==> src/rtl/alu_exec.sv <==
// Single-issue ALU execute stage: one-cycle logic/arithmetic ops, shifts
// iterated one bit per cycle, result held under a valid/ready output handshake.
module alu_exec #(
  parameter int WIDTH = 32
) (
  input  logic             clk,
  input  logic             reset_n,
  input  logic             in_valid,
  output logic             in_ready,
  input  logic [3:0]       alu_ctrl,
  input  logic [WIDTH-1:0] op_a,
  input  logic [WIDTH-1:0] op_b,
  output logic             out_valid,
  input  logic             out_ready,
  output logic [WIDTH-1:0] result,
  output logic             zero,
  output logic             busy
);

  localparam int SW = $clog2(WIDTH);

  localparam logic [3:0] OP_SUB  = 4'b1000;
  localparam logic [3:0] OP_SLL  = 4'b0001;
  localparam logic [3:0] OP_SLT  = 4'b0010;
  localparam logic [3:0] OP_SLTU = 4'b0011;
  localparam logic [3:0] OP_XOR  = 4'b0100;
  localparam logic [3:0] OP_SRL  = 4'b0101;
  localparam logic [3:0] OP_SRA  = 4'b1101;
  localparam logic [3:0] OP_OR   = 4'b0110;
  localparam logic [3:0] OP_AND  = 4'b0111;

  typedef enum logic [1:0] {IDLE, SHIFT, DONE} state_t;

  // Handshake: a transfer happens on a rising edge where valid and ready are
  // both high; valid never depends on ready, and data is stable while valid.
  state_t           state, state_next;
  logic [3:0]       ctrl_q;
  logic [WIDTH-1:0] work, work_shifted, alu_out;
  logic [SW-1:0]    cnt;
  logic [SW-1:0]    shamt;
  logic             accept, is_shift, shift_multi;

  assign in_ready    = (state == IDLE) && reset_n;
  assign out_valid   = (state == DONE);
  assign busy        = (state != IDLE);
  assign accept      = in_valid && in_ready;
  assign shamt       = op_b[SW-1:0];
  assign is_shift    = (alu_ctrl == OP_SLL) || (alu_ctrl == OP_SRL) || (alu_ctrl == OP_SRA);
  assign shift_multi = is_shift && (shamt != '0);

  // Shift codes yield op_a here; this path is only taken for a zero amount.
  always_comb begin
    alu_out = op_a + op_b;
    case (alu_ctrl)
      OP_SUB:  alu_out = op_a - op_b;
      OP_SLL:  alu_out = op_a;
      OP_SRL:  alu_out = op_a;
      OP_SRA:  alu_out = op_a;
      OP_SLT:  alu_out = {{(WIDTH-1){1'b0}}, ($signed(op_a) < $signed(op_b))};
      OP_SLTU: alu_out = {{(WIDTH-1){1'b0}}, (op_a < op_b)};
      OP_XOR:  alu_out = op_a ^ op_b;
      OP_OR:   alu_out = op_a | op_b;
      OP_AND:  alu_out = op_a & op_b;
      default: alu_out = op_a + op_b;
    endcase
  end

  always_comb begin
    work_shifted = work >> 1;
    case (ctrl_q)
      OP_SLL:  work_shifted = work << 1;
      OP_SRA:  work_shifted = {work[WIDTH-1], work[WIDTH-1:1]};
      default: work_shifted = work >> 1;
    endcase
  end

  always_comb begin
    state_next = state;
    case (state)
      IDLE:    if (accept) state_next = shift_multi ? SHIFT : DONE;
      SHIFT:   if (cnt == SW'(1)) state_next = DONE;
      DONE:    if (out_ready) state_next = IDLE;
      default: state_next = IDLE;
    endcase
  end

  always_ff @(posedge clk) begin
    if (!reset_n) begin
      state  <= IDLE;
      ctrl_q <= '0;
      work   <= '0;
      cnt    <= '0;
      result <= '0;
      zero   <= 1'b0;
    end else begin
      state <= state_next;
      case (state)
        IDLE: begin
          if (accept) begin
            ctrl_q <= alu_ctrl;
            if (shift_multi) begin
              work <= op_a;
              cnt  <= shamt;
            end else begin
              result <= alu_out;
              zero   <= (alu_out == '0);
            end
          end
        end
        SHIFT: begin
          work <= work_shifted;
          cnt  <= cnt - SW'(1);
          if (cnt == SW'(1)) begin
            result <= work_shifted;
            zero   <= (work_shifted == '0);
          end
        end
        default: ;
      endcase
    end
  end

endmodule

==> config.mk <==
export PLATFORM = sky130hd
export DESIGN_NAME = alu_exec
export DESIGN_NICKNAME = d
export VERILOG_FILES = /design/src/rtl/alu_exec.sv
export SDC_FILE = /design/constraint.sdc
export NUM_CORES = 1
export LEC_CHECK = 0
export ABC_AREA = 0
export BUFFER_PORTS_ARGS = -buffer_cell sky130_fd_sc_hd__buf_2
export CAP_MARGIN = 40
export CORE_AREA = 5 5 155 127
export DETAILED_ROUTE_END_ITERATION = 8
export DIE_AREA = 0 0 160 132
export GPL_TIMING_DRIVEN = 0
export PLACE_DENSITY = 0.76
export SYNTH_ARGS = -nofsm -noshare
export SYNTH_HDL_FRONTEND = slang
export SYNTH_SLANG_ARGS = --single-unit
==> constraint.sdc <==
create_clock -name clk -period 4.3 [get_ports clk]
set_clock_uncertainty 0.2 [all_clocks]
set_input_delay 0.43 -clock clk [delete_from_list [all_inputs] [get_ports clk]]
set_output_delay 0.43 -clock clk [all_outputs]
set_load 0.02 [all_outputs]
# Yosys cells after proc, flatten, opt, wreduce, memory -nomap -nowiden

Cells that the tools add are included.

Add/sub/neg operators: 3
Order comparisons: 2
Equal/unequal tests: 19
Mux-type cells: 21
Bitwise operators: 3
Reductions and logical operators: 16

Operators by type and width:

| operator              | count |
|---|---|
| $pmux W32 S7          | 1 |
| $pmux W32 S2          | 3 |
| $mux W32              | 5 |
| $logic_not A32 Y1     | 2 |
| $lt A32 B32 Y1        | 2 |
| $add A32 B32 Y32      | 1 |
| $and A32 B32 Y32      | 1 |
| $or A32 B32 Y32       | 1 |
| $sub A32 B32 Y32      | 1 |
| $xor A32 B32 Y32      | 1 |
| $eq A4 B3 Y1 const B  | 4 |
| $eq A4 B4 Y1 const B  | 3 |
| $mux W5               | 2 |
| $pmux W5 S2           | 1 |
| $eq A4 B1 Y1 const B  | 2 |
| $eq A4 B2 Y1 const B  | 2 |
| $mux W2               | 4 |
| $ne A2 B2 Y1 const B  | 4 |
| $pmux W2 S3           | 1 |
| $reduce_and A3 Y1     | 2 |
| $eq A5 B1 Y1 const B  | 1 |
| $reduce_bool A5 Y1    | 1 |
| $sub A5 B1 Y5 const B | 1 |
| $reduce_and A4 Y1     | 1 |
| 11 further kinds      | 17 |

Register bits: 76
Input bits: 72
Output and inout bits: 36
Word-level logic and storage cells: 70

# Depth between registers and ports, before layout

Word-level depth: 7
Mapped depth: 15
Mapped depth without buffers: 15

# Least setup slack after synthesis

No wires, ideal clock.

Path kind: input port to flip-flop
Start: input op_a[0]
End: register zero
Library setup time: 0.059 ns
Data arrival time: 4.125 ns
Required time: 4.041 ns
Setup slack: -0.084 ns
Stages on the path: 15
Path buffers: 0
Cell sequence: inv_1 > ha_1 > inv_1 > fa_1 > nor2b_1 > o21ai_0 > a21oi_1 > nor3b_1 > o21ai_0 > or4_1 > or4_1 > or4_1 > or4_1 > nor4b_2 > a41o_1

Cells in the longest elaborated chain, start to end: 6
Elaborated cells between the ends (all ways): 12
Classes of those cells: add/sub: 2; order compare: 2; mux: 4; bitwise: 3; reduce/logical: 1

RTL lines:

| what                                     | RTL line | source |
|---|---|---|
| start: declaration                       | 11       | `input logic [WIDTH-1:0] op_a,` |
| $add A32 B32 Y32 (tied with other cells) | 64       | `default: alu_out = op_a + op_b;` |
| $pmux W32 S7 *                           | 54       | `case (alu_ctrl)` |
| $logic_not A32 Y1 *                      | 106      | `zero <= (alu_out == '0);` |
| $mux W1 *                                | 101      | `if (shift_multi) begin` |
| $mux W1 *                                | 99       | `if (accept) begin` |
| $pmux W1 S2 *                            | 97       | `case (state)` |
| end signal: assignment                   | 106      |  |
| end signal: assignment                   | 115      | `zero <= (work_shifted == '0);` |
| end: declaration                         | 16       | `output logic zero,` |

Every way passes the cells marked *; elsewhere a longest branch is shown, timed or not. The select of a mux whose other input is x is not followed.
A chain may end at the register's enable or synchronous reset.

# Final worst setup path

Start: input op_b[1]
End: register zero

Cells in the longest elaborated chain, start to end: 6
Elaborated cells between the ends (all ways): 16
Classes of those cells: add/sub: 2; order compare: 2; eq/ne: 1; mux: 4; bitwise: 3; reduce/logical: 4

RTL lines:

| what                                     | RTL line | source |
|---|---|---|
| start: declaration                       | 12       | `input logic [WIDTH-1:0] op_b,` |
| $add A32 B32 Y32 (tied with other cells) | 64       |  |
| $pmux W32 S7                             | 54       |  |
| $logic_not A32 Y1                        | 106      |  |
| $mux W1                                  | 101      |  |
| $mux W1                                  | 99       |  |
| $pmux W1 S2                              | 97       |  |

Several ways; a longest one is shown, not always the timed one. The select of a mux whose other input is x is not followed.

==> results.yml <==
outcome:
  status: "finished, violations left"
  violations: "negative setup slack"
place:
  io_buffers: 106
  place_ws_ps: -1069
  dp_hpwl_um: 31560
  placed_cells: 1752
  gp_congestion: 1.042
global_route:
  first_global_vias: 11000
  grt_start_max_net_pins: 13
  grt-ovfl-total: 0
  antenna_found_initial: 0
  grt_usage_pct: 36.86
  grt_first_pass_wirelength_um: 62710
sta:
  finalSetupViolCount: 1
  fin_crit_ps: 4531
  relSlewSlack_pct: 38.87
  slew_viol_final: 0
  worst_pin_slew_ps: 913.5
  finalCritPeriodShare_pct: 105.4
  fmax_mhz: 220.7
  tns_ps: -231.2
  fin_ws_ps: -231.2
  finalHoldViolCount: 0
  rsz0062_at_grt: "true"
detailed_routing:
  wl_per_cell_um: 23.18
  drc: 0
  vias: 12150
  drt-vias-per-instance: 6.767
  ant_nets: 0
  drt-total-wl_um: 41640
  drtIter0Drc: 1647
  drt_pre_antenna_iters: 7
synth:
  netlist-cell-type-count: 86
  syn_area_um2: 9673
  syn_nets: 1586
  synth_edf_count: 0
  async_flop_share_pct: 0
  syn_inst: 1414
  synth_top_cells_by_area: "dfxtp_1 (16%), ha_1 (13%), nand2_1 (7.7%), a21boi_0 (5.0%), a21oi_1 (4.9%)"
  ys_seq_elements: 76
  ys.flop_type: "dfxtp_1"
  avgSynthCellArea_um2: 6.841
  synth_top_area_cell: "dfxtp_1"
  yosysTopAreaCellShare_pct: 15.73
  ys_seq_area_share_pct: 15.73
  yosys_warnings: 0
critical_path:
  slowest_delay_ps: 570
  start_kind: "input pin"
  arrival_ps: 4600
  cp_max_fo: 5
  end_kind: "flip-flop"
  critPathRequiredTime_ps: 4370
  crit_slowest_cell: "or4_4"
  cpMostUsedCell: "or4_4"
  critical_path_class: "in2reg"
  path_cells: "buf_6 -> inv_2 -> ha_4 -> a21o_1 -> a211oi_1 -> nor3_1 -> or4_4 -> or4_4 -> or4_4 -> or4_4 -> or4_4 -> nor4b_4 -> a41o_1"
finish:
  layout.cells.non_filler: 1796
  area_growth_pct: 18.65
  postLayoutCoreUtil_pct: 64.15
  diodes: 0
  fin_nets: 1733
  drive_above_1_share_pct: 16.86
power:
  max-vdd-ir-drop_v: 0.0001850
  power-per-cell-area_nw_per_um2: 254.4
  finalPower_uw: 2920
  leakage_uw: 0.004719
clock_tree:
  cts_buffer_depth: 2
  numCtsBuffers: 9
  cts-root-buf: "clkbuf_16"
  cts_tree: "yes"
  insertion_delay_ps: 340
  htreeDepth: 3
  hold_buffers: 0
  cts.sinks: 76
  path_clk_slew_ps: 60
floorplanning:
  fp-row-count: 44
  fp.dieArea_um2: 21120
  ios: 108
  die_w_um: 160
  initial_utilization_pct: 54.06
  core_area_um2: 17890
  die_h_um: 132
flow_run:
  maxCapViolCount: 0
worst_hold_path:
  min_path_type: "in2reg"
==> critical path: cells and delay by family <==
| family | cells | cell delay [ps] |
|---|---|---|
| simple gates | 7 | 3020 |
| compound gates | 3 | 730 |
| fa+ha+maj | 1 | 230 |
| buf+inv | 2 | 210 |
==> repair_timing <==
item                                    in CTS  in global routing
cloned                                       0                  0
endpoints found under the setup margin       7                  5
pin swaps                                   26                 15
buffers inserted                            30                  5
resized for setup                           95                 19
==> Yosys cell counts, types with 4 or more instances <==
master / number
ha_1: 98
mux2i_1: 5
a22oi_1: 11
o311a_1: 4
a311oi_1: 6
o22ai_1: 6
a31oi_1: 15
inv_1: 97
or3_1: 10
nor2b_1: 25
a21o_1: 14
a21oi_1: 94
a21boi_0: 65
and3_1: 6
mux2_2: 4
nor4_1: 11
o21ai_1: 4
nand4_1: 13
o221a_2: 6
o211ai_1: 62
o31ai_1: 8
a22o_1: 14
buf_2: 6
clkbuf_1: 79
a31o_2: 4
a32oi_1: 5
nor2_1: 97
a211oi_1: 13
nand3_1: 68
or4_1: 13
o221ai_1: 4
a221o_1: 4
nand2_1: 199
or2_2: 7
dfxtp_1: 76
a221oi_1: 16
o21bai_1: 11
o21ai_0: 64
o311ai_0: 8
o21a_1: 10
nor3_1: 42
buf_1: 13
nand2b_1: 16
and2_1: 9
==> cells in the final DEF, fill, tap and decap left out, drive strengths merged, types with 8 or more instances in the layout <==
cell | Yosys | routed
a211oi | 13 | 13
a21boi | 67 | 67
a21o | 14 | 14
a21oi | 94 | 94
a221oi | 16 | 16
a22o | 14 | 14
a22oi | 11 | 11
a31oi | 15 | 15
and2 | 10 | 10
buf | 21 | 162
clkbuf | 79 | 84
dfxtp | 76 | 76
ha | 98 | 98
inv | 99 | 99
nand2 | 200 | 200
nand2b | 16 | 16
nand3 | 68 | 68
nand4 | 13 | 13
nor2 | 97 | 97
nor2b | 25 | 25
nor3 | 42 | 42
nor4 | 11 | 11
o211ai | 62 | 62
o21a | 10 | 10
o21ai | 69 | 69
o21bai | 11 | 11
o311ai | 8 | 8
o31ai | 8 | 8
or3 | 10 | 10
or4 | 13 | 13
==> layout make-up <==
class                   count  area [um2]
repair buffers            142       860.8
multi-input cells        1139        7707
clock buffers              12       246.5
inverters                  99       376.6
clock inverters             4       72.57
plain buffers              94       404.1
fillers                  1669        6415
well taps                 230       287.8
flip-flops and latches     76        1521
==> per-stage QoR <==
stage          hold slack, ps  cell area, um2
5_1_grt                 265.3           11480
4_1_cts                 235.4           11380
6_report                234.4           11480
2_1_floorplan           230.8            9688
3_5_place_dp            256.0           10530
3_3_place_gp            245.5           10510
==> per-layer routing <==
metal / part of all wire (%) / GRT usage, % / up-vias
met5: 0 / 0 / -
met3: 14 / 11.00 / 149
met1: 41 / 50.65 / 5613
met2: 42 / 55.44 / 927
li1: - / - / 5465
met4: 3.8 / 11.90 / 0
==> sequential cells by signal, indices dropped and copies added, names as in the netlist <==
register  count
result       32
work         32
cnt           5
ctrl_q        4
state         2
zero          1
==> where the power goes <==
part,switching [uW],total (uW),internal (uW)
clock network,306,830,524
logic,837,1320,483
registers,28.7,769,740
total,1170,2920,1750
==> final timing paths <==
kind                   from         to  slack (ps)  depth (start not counted)
setup / recovery    op_b[1]       zero        -230                         13
hold / removal     in_valid   state[0]         230                          3
setup reg to reg   state[0]       zero         -60                         13
hold reg to reg   result[4]  result[4]         260                          2
==> logic make-up after synthesis <==
kind of cell	Yosys count	synth area share, %
AND/OR/NAND/NOR	537	26.41
AO/OA/AOI/OAI	491	35.69
buffers and inverters	199	7.916
adder cells (fa/ha/maj)	100	13.09
flip-flops	76	15.73
multiplexers	9	0.9830
XOR/XNOR	2	0.1811
Power figures use the tool's default switching activity.
